`src/rtl/systolic_drain.sv`:
```
`timescale 1ns/1ps
// systolic_drain
//   Collects the skewed output row of the systolic array, realigns the
//   diagonal wavefront into whole result vectors and queues them in a
//   first-word-fall-through FIFO. The array cannot be stalled, so this block
//   never pushes back on it; a vector arriving while the FIFO is full (and not
//   popped in the same cycle) is dropped and flagged on a sticky overflow bit.
//
//   Output stream handshake: a vector transfers on every rising edge where
//   out_valid && out_ready. out_valid depends only on FIFO occupancy, never on
//   out_ready, and out_data stays stable while out_valid && !out_ready.
//
// Ports
//   clk, reset        clock (rising edge), asynchronous active-high reset
//   start             begin a capture job (honoured only in IDLE)
//   first_lat         cycles from start to column 0 of vector 0
//   num_rows          number of result vectors in the job
//   row_in            array output row, column c at [c*SUM_WIDTH +: SUM_WIDTH]
//   out_data          aligned vector at the FIFO head (0 when empty)
//   out_valid         FIFO not empty
//   out_ready         sink accepts out_data
//   busy              job in progress
//   done              one-cycle pulse at job end
//   overflow          sticky: a vector was dropped
//   dbg_state         current FSM state (IDLE=0, WAIT=1, CAPTURE=2, FLUSH=3)
module systolic_drain #(
    parameter int ARRAY_SIZE = 8,
    parameter int DATA_WIDTH = 4,
    parameter int SUM_WIDTH  = DATA_WIDTH * DATA_WIDTH,
    parameter int FIFO_DEPTH = 8,
    parameter int LAT_W      = 8,
    parameter int CNT_W      = 8
) (
    input  logic                            clk,
    input  logic                            reset,
    input  logic                            start,
    input  logic [LAT_W-1:0]                first_lat,
    input  logic [CNT_W-1:0]                num_rows,
    input  logic [ARRAY_SIZE*SUM_WIDTH-1:0] row_in,
    output logic [ARRAY_SIZE*SUM_WIDTH-1:0] out_data,
    output logic                            out_valid,
    input  logic                            out_ready,
    output logic                            busy,
    output logic                            done,
    output logic                            overflow,
    output logic [1:0]                      dbg_state
);
    localparam int VW    = ARRAY_SIZE * SUM_WIDTH;
    localparam int PTR_W = $clog2(FIFO_DEPTH);
    localparam int OCC_W = PTR_W + 1;
    // The FSM enters CAPTURE one edge before the first aligned vector, so the
    // wait count is first_lat + ARRAY_SIZE - 2 decrements long.
    localparam logic [LAT_W:0] WAIT_BIAS = (LAT_W+1)'(ARRAY_SIZE - 2);

    typedef enum logic [1:0] {S_IDLE, S_WAIT, S_CAPTURE, S_FLUSH} state_t;

    state_t            state, state_n;
    logic [LAT_W:0]    wait_cnt, wait_cnt_n;
    logic [CNT_W-1:0]  row_cnt, row_cnt_n;
    logic              done_n, overflow_n;

    logic [VW-1:0]     aligned;
    logic [VW-1:0]     mem [FIFO_DEPTH];
    logic [PTR_W-1:0]  wr_ptr, rd_ptr;
    logic [OCC_W-1:0]  occ;
    logic              push, pop, full, push_ok, drop;

    // Deskew: column c is delayed by ARRAY_SIZE-1-c registers; the last
    // column is already the newest element of the wavefront and passes as-is.
    for (genvar c = 0; c < ARRAY_SIZE - 1; c++) begin : g_col
        localparam int D = ARRAY_SIZE - 1 - c;
        logic [SUM_WIDTH-1:0] pipe [D];
        always_ff @(posedge clk or posedge reset) begin
            if (reset) begin
                for (int i = 0; i < D; i++) pipe[i] <= '0;
            end else begin
                pipe[0] <= row_in[c*SUM_WIDTH +: SUM_WIDTH];
                for (int i = 1; i < D; i++) pipe[i] <= pipe[i-1];
            end
        end
        assign aligned[c*SUM_WIDTH +: SUM_WIDTH] = pipe[D-1];
    end
    assign aligned[(ARRAY_SIZE-1)*SUM_WIDTH +: SUM_WIDTH] =
        row_in[(ARRAY_SIZE-1)*SUM_WIDTH +: SUM_WIDTH];

    // FIFO control
    assign out_valid = (occ != '0);
    assign out_data  = out_valid ? mem[rd_ptr] : '0;
    assign pop       = out_valid && out_ready;
    assign full      = (occ == OCC_W'(FIFO_DEPTH));
    assign push      = (state == S_CAPTURE);
    // A full FIFO still takes the vector when the head leaves in the same cycle.
    assign push_ok   = push && (!full || pop);
    assign drop      = push && full && !pop;

    always_ff @(posedge clk) begin
        if (push_ok) mem[wr_ptr] <= aligned;
    end

    always_ff @(posedge clk or posedge reset) begin
        if (reset) begin
            wr_ptr <= '0;
            rd_ptr <= '0;
            occ    <= '0;
        end else begin
            if (push_ok) wr_ptr <= wr_ptr + PTR_W'(1);
            if (pop)     rd_ptr <= rd_ptr + PTR_W'(1);
            case ({push_ok, pop})
                2'b10:   occ <= occ + OCC_W'(1);
                2'b01:   occ <= occ - OCC_W'(1);
                default: occ <= occ;
            endcase
        end
    end

    // FSM state register
    always_ff @(posedge clk or posedge reset) begin
        if (reset) begin
            state    <= S_IDLE;
            wait_cnt <= '0;
            row_cnt  <= '0;
            done     <= 1'b0;
            overflow <= 1'b0;
        end else begin
            state    <= state_n;
            wait_cnt <= wait_cnt_n;
            row_cnt  <= row_cnt_n;
            done     <= done_n;
            overflow <= overflow_n;
        end
    end

    // FSM next state
    always_comb begin
        state_n    = state;
        wait_cnt_n = wait_cnt;
        row_cnt_n  = row_cnt;
        done_n     = 1'b0;
        overflow_n = overflow || drop;
        case (state)
            S_IDLE: begin
                if (start) begin
                    overflow_n = 1'b0;
                    if (num_rows == '0) begin
                        done_n = 1'b1;
                    end else begin
                        state_n    = S_WAIT;
                        wait_cnt_n = {1'b0, first_lat} + WAIT_BIAS;
                        row_cnt_n  = num_rows;
                    end
                end
            end
            S_WAIT: begin
                if (wait_cnt == '0) state_n = S_CAPTURE;
                else                wait_cnt_n = wait_cnt - (LAT_W+1)'(1);
            end
            S_CAPTURE: begin
                // Dropped vectors still consume a row slot.
                row_cnt_n = row_cnt - CNT_W'(1);
                if (row_cnt == CNT_W'(1)) state_n = S_FLUSH;
            end
            S_FLUSH: begin
                if (occ == '0 || (occ == OCC_W'(1) && pop)) begin
                    done_n  = 1'b1;
                    state_n = S_IDLE;
                end
            end
            default: state_n = S_IDLE;
        endcase
    end

    assign busy      = (state != S_IDLE);
    assign dbg_state = state;
endmodule
```
`config.mk`:
```
export PLATFORM = sky130hd
export DESIGN_NAME = systolic_drain
export DESIGN_NICKNAME = d
export VERILOG_FILES = /design/src/rtl/systolic_drain.sv
export SDC_FILE = /design/constraint.sdc
export NUM_CORES = 1
export LEC_CHECK = 0
export ABC_CLOCK_PERIOD_IN_PS = 20900
export BUFFER_PORTS_ARGS = -buffer_cell sky130_fd_sc_hd__buf_2
export CAP_MARGIN = 20
export CORE_ASPECT_RATIO = 1.25
export CORE_MARGIN = 4
export CORE_UTILIZATION = 55
export CTS_CLUSTER_SIZE = 20
export DETAILED_ROUTE_END_ITERATION = 10
export MAX_ROUTING_LAYER = met4
export PLACE_DENSITY_LB_ADDON = 0.15
export SYNTH_ARGS = -nofsm -noshare
export SYNTH_HDL_FRONTEND = slang
export SYNTH_SLANG_ARGS = --single-unit
```
`constraint.sdc`:
```
create_clock -name clk -period 20.9 [get_ports clk]
set_clock_uncertainty 0.05 [all_clocks]
set_input_delay 4.18 -clock clk [delete_from_list [all_inputs] [get_ports clk]]
set_output_delay 4.18 -clock clk [all_outputs]
set_load 0.02 [all_outputs]
```
==> results of run 1 <==
## logic make-up after synthesis
logic type,count (synthesis),share of synthesized area
buffers and inverters,119,0.00952
adders and majority gates,16,0.00385
muxes,391,0.137
and+or+nand+nor,222,0.0188
DFF,1503,0.822
xor gates and xnor gates,11,0.00185
AOI/OAI and AO/OA,59,0.00758
## flip-flops by register name (all words and copies together), names as in the netlist
signal and count:
dbg_state 2, occ 4, aligned 96, g_col.pipe 352, wait_cnt 9, overflow 1, row_cnt 8, mem 1024
rd_ptr 3, wr_ptr 3, done 1
## worst max-delay path by stage
stage	from	to	slack [ps]	cells after the start
2_1_floorplan	reset	aligned[0]	3310	1
4_1_cts	rd_ptr[0]	out_data[91]	11960	6
6_report	rd_ptr[0]	out_data[91]	12200	6
3_3_place_gp	rd_ptr[0]	out_data[47]	12790	6
5_1_grt	rd_ptr[0]	out_data[47]	11710	6
3_5_place_dp	rd_ptr[0]	out_data[91]	12750	6
## cells in the final DEF (no fill, tap or decap), drive strengths merged, types with 2 or more instances in the layout
cell / instances
nor3: 12
nand2b: 7
clkinvlp: 5
dfrtp: 479
or3b: 2
bufinv: 13
o31a: 3
mux2: 3
a31o: 2
or2: 3
a32oi: 2
o41ai: 2
nor2: 146
o31ai: 6
a211oi: 3
diode: 5
o21ai: 19
mux2i: 132
or4b: 2
clkbuf: 197
buf: 315
nor2b: 3
ha: 16
mux4: 256
nand4b: 2
xor2: 3
inv: 29
xnor2: 8
a21oi: 10
a31oi: 2
nand3: 10
or3: 5
clkinv: 42
nand2: 22
edfxtp: 1024
or4: 3
a21o: 2
o2bb2ai: 2
## stage by stage
step,utilization,std cells,setup slack [ps],total power [mW]
after global routing,0.641,4014,11710,9.75
after floorplan,-,2321,3310,5.92
final,0.641,4014,12200,9.29
after detailed placement,0.588,3743,12750,6.79
after global placement,0.588,3742,12790,6.73
after CTS,0.641,4008,11960,9.43
## power by group through the flow
stage,Combinational [mW],Clock (mW),Sequential (mW)
6_report,2.60,2.64,4.06
3_5_place_dp,2.66,0,4.13
4_1_cts,2.67,2.69,4.07
5_1_grt,2.80,2.83,4.12
3_3_place_gp,2.62,0,4.11
2_1_floorplan,1.79,0,4.13
## layer usage
layer / share of wire / wire [µm]
met1: 0.42 / 41500
met2: 0.52 / 51400
met3: 0.049 / 4900
met4: 0.018 / 1820
met5: 0 / 0
## layout make-up
class | count | area [µm²]
Multi-Input combinational cell | 699 | 8850
Tap cell | 1206 | 1510
Timing Repair Buffer | 315 | 1780
Antenna cell | 5 | 12.5
Fill cell | 6181 | 33500
Clock buffer | 197 | 4110
Inverter | 21 | 86.3
Sequential cell | 1503 | 42700
Clock inverter | 68 | 795
==> run_results.csv, run 1 <==
group,metric,value,unit
setup_path,cp_slowest_cell,"dfrtp_4",
setup_path,ff2ff_path_depth,7,
power,combPwrFrac,0.279,
yosys,synth_edf_count,1024,
yosys,netlist_top_cells_count,"edfxtp_1 (1024), dfrtp_1 (479), mux4_2 (256), nor2_1 (146), mux2i_1 (132)",
drt,num_vias,22900,
min_path,whs_path_depth,0,
clocking,numClockSinks,1503,
power,pwr-share-seq,0.437,
floorplanning,die_h,352,µm
clocking,cts-root-to-sink-buffers,3,
drt,drt_iter0_drc,1524,
timing,period_share,0.416,
setup_path,critPathCaptureType,"primary output",
power,max-vdd-ir-drop,163,µV
global_route,antenna_found_initial,7,
floorplanning,fp-row-count,125,
min_path,worstHoldPathType,"reg -> reg",
cells_and_area,syn_to_final_growth,15.1,%
floorplanning,die_area,0.0996,mm²
drt,wire_per_inst,24.8,µm
setup_path,reg2reg_slack,16760,ps
setup_path,critPathArrivalTime,4470,ps
floorplanning,fp.dieW,283,µm
yosys,yosysWarnings,0,
drt,firstDrtPassIters,5,
setup_path,path_delay_family,"buffers and inverters",
global_route,grt_overflow_total,0,
global_route,grt_pass1_wl,154000,µm
yosys,synth_area_leaders,"edfxtp_1 (59%), dfrtp_1 (23%), mux4_2 (11%)",
setup_path,critPathMaxStageDelay,930,ps
global_route,grt_use_met3,0.0431,
yosys,synth_top_area_share,0.591,
setup_path,critPathBufInv,3,
setup_path,cp_max_fo,46,
yosys,syn_nets,2485,
placed_design,place_congestion,0.738,
cells_and_area,layout.nets,2847,
min_path,min-delay-start,"g_col[0].pipe[54]",
placed_design,port_buffers,281,
power,leakagePower,22.0,nW
global_route,grt_pass1_vias,25100,
yosys,yosysMostFrequentCell,"edfxtp_1",
global_route,use_met2,0.349,
drt,drc,0,
setup_path,required,16670,ps
timing,hold_ws,280,ps
setup_path,r2r-start,"dbg_state[0]",
clocking,cts_hold_buffers,0,
setup_path,rr_endpoint,"mem[6][87]",
yosys,synth_cells,2321,
setup_path,path_class,"reg -> out",
placed_design,dp_hpwl,51000,µm
drt,viasPerCell,5.70,
yosys,synth_area,0.0520,mm²
global_route,grt_use_total,0.213,
placed_design,placed_area,0.0549,mm²
power,intPower,6.40,mW
drt,wl,99600,µm
timing,finalHoldViolCount,0,
clocking,cts_tree,"done",
power,p_sw,2.89,mW
clocking,htree_levels,4,
timing,drv_slew,0,
timing,setup_tns,0,ps
floorplanning,ioPinCount,282,
status,outcome,"completed",
clocking,path_clk_slew,60,ps
setup_path,path_cells,"buf_4 -> buf_4 -> mux4_2 -> mux2i_1 -> nor2_1 -> buf_2",
floorplanning,start_util,0.557,
power,p_sw_frac,0.311,
timing,max_slew_margin,0.276,
timing,period_needed,8700,ps
cells_and_area,final_cell_area,0.0599,mm²
drt,antenna_left,0,
clocking,cts_inserted_buffers,143,
yosys,synth.distinct_cells,51,
floorplanning,core_area,0.0934,mm²
yosys,ys_seq_area_frac,0.822,
clocking,cts.repair.resized,0,
global_route,grt_start_max_net_pins,129,
global_route,busiest_layer,"met2",
setup_path,crit_path_start_kind,"flip-flop",
yosys,ys_async_sr_fraction,0.319,
min_path,hold_path_end,"g_col[0].pipe[38]",
power,p_clk_frac,0.284,
cells_and_area,drive_gt1_frac,0.295,
power,p_per_area,155,mW/mm²
yosys,synth_ff_type,"edfxtp_1",
timing,fmax,0.115,GHz
global_route,use_met1,0.280,
clocking,cts_setup_buffers,0,
clocking,clock_latency,730,ps
yosys,yosys_register_bits,1503,
setup_path,cp_common_cell,"buf_4",
timing,setup_viol,0,
timing,rsz0062_at_grt,"no",
yosys,yosysTopAreaCell,"edfxtp_1",
clocking,clockRootBuffer,"clkbuf_16",
timing,tightest_slew,1090,ps
yosys,synth.avg_cell_area,22.4,µm²
run,max_cap_violations,0,
Note: power is estimated with default switching activity, not from simulation.
==> run 2: changes to the inputs <==
ABC_AREA = 1   (was default)
ABC_CLOCK_PERIOD_IN_PS = 8100   (was 20900)
clock period = 8.1 ns   (was 20.9 ns; I/O delays follow)
==> run 2 against run 1 <==
  * The flow now finishes with violations (max-slew violations)
  * Non-clock buffer count grew 2
  * Die area grew 2.7%
  * Area after synthesis grew 2.7%
  * Global-route usage grew 1.4 points
  * Core utilization shrank 0.87 points
  * Synthesized cell count grew 64%
  * Critical path type unchanged
  * Sequential cell count is the same
  * Power grew 150%
  * Sequential power grew 130%
  * Wire length grew 12%
==> run_results.csv, run 2 <==
group,metric,value,unit
clocking,cts_tree,"done",
drt,wire_per_inst,20.4,µm
min_path,min-delay-start,"g_col[5].pipe[30]",
yosys,synth_area_leaders,"edfxtp_1 (58%), dfrtp_1 (22%), nor2_1 (6.6%)",
global_route,antenna_found_initial,6,
setup_path,path_cells,"buf_12 -> buf_12 -> o21ai_0 -> o211ai_1 -> nand2_1 -> nor2_1 -> buf_2",
setup_path,path_class,"reg -> out",
setup_path,cp_max_fo,221,
power,p_sw_frac,0.351,
placed_design,dp_hpwl,54200,µm
yosys,synth_area,0.0534,mm²
yosys,synth.avg_cell_area,14.0,µm²
cells_and_area,largest_reg_flops,1024,
global_route,grt_overflow_total,0,
setup_path,crit_path_start_kind,"flip-flop",
yosys,yosys_register_bits,1503,
cells_and_area,regMostFlops,"mem",
yosys,syn_nets,3978,
drt,antenna_left,0,
yosys,synth_top_area_share,0.575,
timing,setup_slack,2430,ps
floorplanning,start_util,0.556,
cells_and_area,final_util,0.633,
timing,finalHoldViolCount,0,
floorplanning,core_area,0.0961,mm²
clocking,htree_levels,4,
setup_path,required,6430,ps
timing,setup_viol,0,
clocking,clockRootBuffer,"clkbuf_16",
clocking,path_clk_slew,60,ps
yosys,yosysMostFrequentCell,"edfxtp_1",
cells_and_area,layout.nets,4222,
placed_design,port_buffers,281,
drt,drc,0,
setup_path,critPathCaptureType,"primary output",
placed_design,place_congestion,0.774,
cells_and_area,final_cells,5474,
setup_path,r2r-start,"dbg_state[0]",
power,pwr-share-seq,0.406,
timing,period_share,0.699,
floorplanning,die_h,357,µm
setup_path,cp_slowest_cell,"buf_12",
setup_path,critPathMaxStageDelay,580,ps
yosys,yosysTopAreaCell,"edfxtp_1",
timing,period_needed,5670,ps
min_path,worstHoldPathType,"reg -> reg",
timing,rsz0062_at_grt,"no",
setup_path,critPathArrivalTime,4000,ps
yosys,synth_cells,3814,
yosys,netlist_top_cells_count,"edfxtp_1 (1024), nor2_1 (939), o21ai_0 (534), dfrtp_1 (479), nand2_1 (235)",
global_route,grt_use_total,0.226,
power,max-vdd-ir-drop,448,µV
global_route,grt_start_max_net_pins,222,
power,leakagePower,22.7,nW
yosys,synth_edf_count,1024,
run,max_cap_violations,0,
global_route,grt_pass1_wl,173000,µm
drt,drt_iter0_drc,2259,
clocking,cts_hold_buffers,0,
power,p_sw,8.09,mW
clocking,cts.repair.resized,0,
timing,max_slew_margin,-0.0635,
drt,viasPerCell,5.51,
cells_and_area,drive_gt1_frac,0.134,
yosys,ys_async_sr_fraction,0.319,
floorplanning,die_area,0.102,mm²
drt,wl,112000,µm
power,p_clk_frac,0.297,
drt,num_vias,30200,
cells_and_area,final_common_cell,"edfxtp_1",
setup_path,cp_common_cell,"buf_12",
status,outcome,"finished, violations left",
timing,hold_ws,281,ps
global_route,grt_pass1_vias,29800,
floorplanning,fp.dieW,287,µm
yosys,synth_ff_type,"edfxtp_1",
clocking,cts-root-to-sink-buffers,3,
floorplanning,fp-row-count,127,
drt,firstDrtPassIters,5,
power,p_per_area,379,mW/mm²
timing,fmax,0.176,GHz
clocking,clock_latency,730,ps
yosys,ys_seq_area_frac,0.800,
clocking,numClockSinks,1503,
cells_and_area,syn_to_final_growth,13.8,%
status,violations,"max-slew violations",
cells_and_area,layout_common_cells,"edfxtp_1 (1024), nor2_1 (931), o21ai_0 (534), dfrtp_1 (476), buf_2 (281)",
placed_design,dpl.cell_count,5204,
clocking,cts_inserted_buffers,142,
yosys,yosysWarnings,0,
placed_design,dp_slack,3290,ps
timing,tightest_slew,1600,ps
floorplanning,ioPinCount,282,
power,intPower,14.9,mW
setup_path,cp-startpoint,"rd_ptr[0]",
power,combPwrFrac,0.298,
clocking,cts_setup_buffers,0,
timing,drv_slew,74,
yosys,synth.distinct_cells,31,
## run 2: final cells by class
cell class	count	area (µm²)
diodes	5	12.5
clock buffers	203	4120
clock inverters	62	786
fillers	7021	35300
inverters	51	213
multi-input cells	2043	9470
flip-flops and latches	1503	42700
well taps	1290	1610
repair buffers	317	1850
## run 2: power by group through the flow
stage	sequential (mW)	clock (mW)	combinational, mW
after floorplan	9.43	0	4.83
after global placement	9.47	0	6.84
after detailed placement	9.49	0	6.92
after CTS	9.34	6.97	6.95
after global routing	9.40	7.30	7.62
final	9.34	6.83	6.86
## run 2: critical path: cells and delay by family, from the launching register on
| kind | cells | cell delay, ps |
|---|---|---|
| buffers and inverters | 3 | 1210 |
| AND/OR/NAND/NOR | 2 | 280 |
| AO/OA/AOI/OAI | 2 | 560 |
| flip-flops | 1 | 480 |
## run 2: path summary, 6_finish.rpt
check                      slack [ps]                end  cells past startpoint
max reg2reg                      4450         mem[0][88]                      7
min                               280        aligned[94]                      0
min in group asynchronous         960  g_col[0].pipe[41]                      2
max                              2430      out_data[125]                      7
min reg2reg                       280        aligned[94]                      0
max in group asynchronous        5280  g_col[5].pipe[25]                      4
## run 2: kinds of logic after synthesis
family | count (synthesis) | synth area share
flip-flops | 1503 | 0.800
AND/OR/NAND/NOR | 1218 | 0.0869
AO/OA/AOI/OAI | 801 | 0.0842
buffers and inverters | 268 | 0.0243
adder cells (fa/ha/maj) | 16 | 0.00375
XOR/XNOR | 8 | 0.00131
## run 2: metal layers
layer	share of wire	track usage	vias to the layer above
li1	-	-	14000
met1	0.43	0.303	15200
met2	0.49	0.363	787
met3	0.054	0.0380	195
met4	0.026	0.0705	0
met5	0	-	-
## run 2: stage by stage
stage,power (mW),area (µm²),setup TNS (ps)
2_1_floorplan,14.3,53500,-49930
3_3_place_gp,16.3,55900,0
3_5_place_dp,16.4,55900,0
4_1_cts,23.3,60800,0
5_1_grt,24.3,60800,0
6_report,23.0,60800,0
==> run 3: changes to the inputs <==
ABC_AREA = 0   (was 1)
ABC_CLOCK_PERIOD_IN_PS = 5080   (was 8100)
CORE_UTILIZATION = 54   (was 55)
clock period = 5.08 ns   (was 8.1 ns; I/O delays follow)
==> run 3 against run 2 <==
  * The run now ends clean
  * Non-clock buffer count is 31 higher
  * Critical endpoint is now out_data[63]
  * Core utilization is 0.12 points higher
  * Clock power is 64% higher
  * Largest cell class unchanged
  * Worst setup slack worse by 1700 ps
==> run_results.csv, run 3 (synthesized netlist as in run 1, its figures left out) <==
group,metric,value,unit
placed_design,dpl.cell_count,3861,
clocking,cts_hold_buffers,0,
placed_design,port_buffers,281,
global_route,grt_start_max_net_pins,122,
clocking,cts_setup_buffers,0,
clocking,clockRootBuffer,"clkbuf_16",
power,p_per_area,640,mW/mm²
setup_path,critPathCaptureType,"primary output",
floorplanning,fp-row-count,127,
power,pwr-share-seq,0.429,
floorplanning,start_util,0.543,
placed_design,place_congestion,0.771,
power,p_sw_frac,0.310,
global_route,grt_use_total,0.211,
timing,tightest_slew,1010,ps
cells_and_area,largest_reg_flops,1024,
setup_path,required,4010,ps
drt,antenna_left,0,
timing,rsz0062_at_grt,"no",
cells_and_area,drive_gt1_frac,0.304,
cells_and_area,syn_to_final_growth,16.7,%
placed_design,dp_hpwl,55300,µm
clocking,cts-root-to-sink-buffers,3,
clocking,htree_levels,4,
setup_path,critPathArrivalTime,3260,ps
setup_path,path_class,"reg -> out",
global_route,grt_overflow_total,0,
power,p_clk_frac,0.287,
clocking,cts_tree,"done",
min_path,worstHoldPathType,"reg -> reg",
global_route,grt_pass1_wl,156000,µm
cells_and_area,final_common_cell,"edfxtp_1",
timing,period_needed,4330,ps
power,p_sw,12.0,mW
timing,setup_viol,0,
floorplanning,die_h,355,µm
timing,fmax,0.231,GHz
clocking,path_clk_slew,60,ps
setup_path,crit_path_start_kind,"flip-flop",
placed_design,dp_slack,1440,ps
global_route,grt_pass1_vias,25300,
drt,viasPerCell,5.58,
floorplanning,ioPinCount,282,
power,intPower,26.8,mW
power,max-vdd-ir-drop,517,µV
floorplanning,fp.dieW,286,µm
timing,hold_ws,280,ps
run,max_cap_violations,0,
clocking,cts_inserted_buffers,144,
timing,max_slew_margin,0.322,
cells_and_area,regMostFlops,"mem",
clocking,clock_latency,720,ps
clocking,numClockSinks,1503,
cells_and_area,layout.nets,2881,
status,outcome,"completed",
drt,drc,0,
timing,finalHoldViolCount,0,
drt,wire_per_inst,24.3,µm
cells_and_area,layout_common_cells,"edfxtp_1 (1024), dfrtp_1 (476), buf_2 (281), mux4_2 (256), clkbuf_16 (153)",
global_route,antenna_found_initial,6,
setup_path,cp_max_fo,64,
power,combPwrFrac,0.284,
floorplanning,core_area,0.0958,mm²
power,leakagePower,22.3,nW
timing,period_share,0.853,
timing,drv_slew,0,
clocking,cts.repair.resized,0,
drt,firstDrtPassIters,5,
drt,drt_iter0_drc,1890,
drt,wl,100000,µm
drt,num_vias,23100,
timing,setup_slack,749,ps
cells_and_area,final_util,0.634,
cells_and_area,final_cells,4136,
floorplanning,die_area,0.101,mm²
[run 3: changes by cell type in the layout (fill, tap and decap cells not counted), sizes merged, moves of 21 or more]
cell	delta
buf	+31
nand3	-21
o22ai	-128
mux4	+256
mux2i	+132
inv	-25
nor2	-794
o211ai	-127
o21ai	-518
nand2	-214
[run 3: final cells by class]
class | count | area [µm²]
clock inverter | 72 | 917
antenna | 7 | 17.5
sequential | 1503 | 42700
timing repair buffer | 348 | 2350
multi-input combinational | 699 | 8860
fill | 6461 | 35100
clock buffer | 196 | 4140
inverter | 21 | 82.6
tap | 1290 | 1610
[run 3: worst max-delay path, cell delays in order, from the launching register on]
cell	delay [ps]
dfrtp_4	840
buf_12	490
mux4_2	570
mux2i_1	200
nor2_1	100
buf_2	210
[run 3: metrics by stage]
step | power, mW | area [µm²] | setup TNS (ps)
after detailed placement | 28.3 | 55700 | 0
after CTS | 39.5 | 60700 | 0
after floorplan | 24.2 | 52000 | -2502800
final | 38.9 | 60700 | 0
after global routing | 40.7 | 60700 | 0
after global placement | 28.1 | 55700 | 0
[run 3: path summary, 6_finish.rpt]
path	depth (start not counted)	from	slack (ps)	end
setup / recovery	5	rd_ptr[0]	750	out_data[63]
setup reg to reg	7	occ[0]	1850	mem[5][73]
hold reg to reg	0	g_col[1].pipe[50]	280	g_col[1].pipe[34]
min in group asynchronous	2	reset	310	row_cnt[7]
hold / removal	0	g_col[1].pipe[50]	280	g_col[1].pipe[34]
max in group asynchronous	4	reset	3590	aligned[40]
[run 3: power by group through the flow]
stage | clock network [mW] | logic (mW) | registers [mW]
after floorplan | 0 | 7.38 | 16.8
after global placement | 0 | 11.3 | 16.8
after detailed placement | 0 | 11.3 | 17.0
after CTS | 11.4 | 11.3 | 16.7
after global routing | 12.0 | 11.9 | 16.9
final | 11.2 | 11.0 | 16.7
[run 3: layer usage]
metal | global-route usage | routed length, µm | vias to the layer above
met5 | - | 0 | -
met4 | 0.0511 | 1890 | 0
met3 | 0.0357 | 5770 | 164
met2 | 0.340 | 50800 | 655
met1 | 0.289 | 41900 | 12300
li1 | - | - | 9941
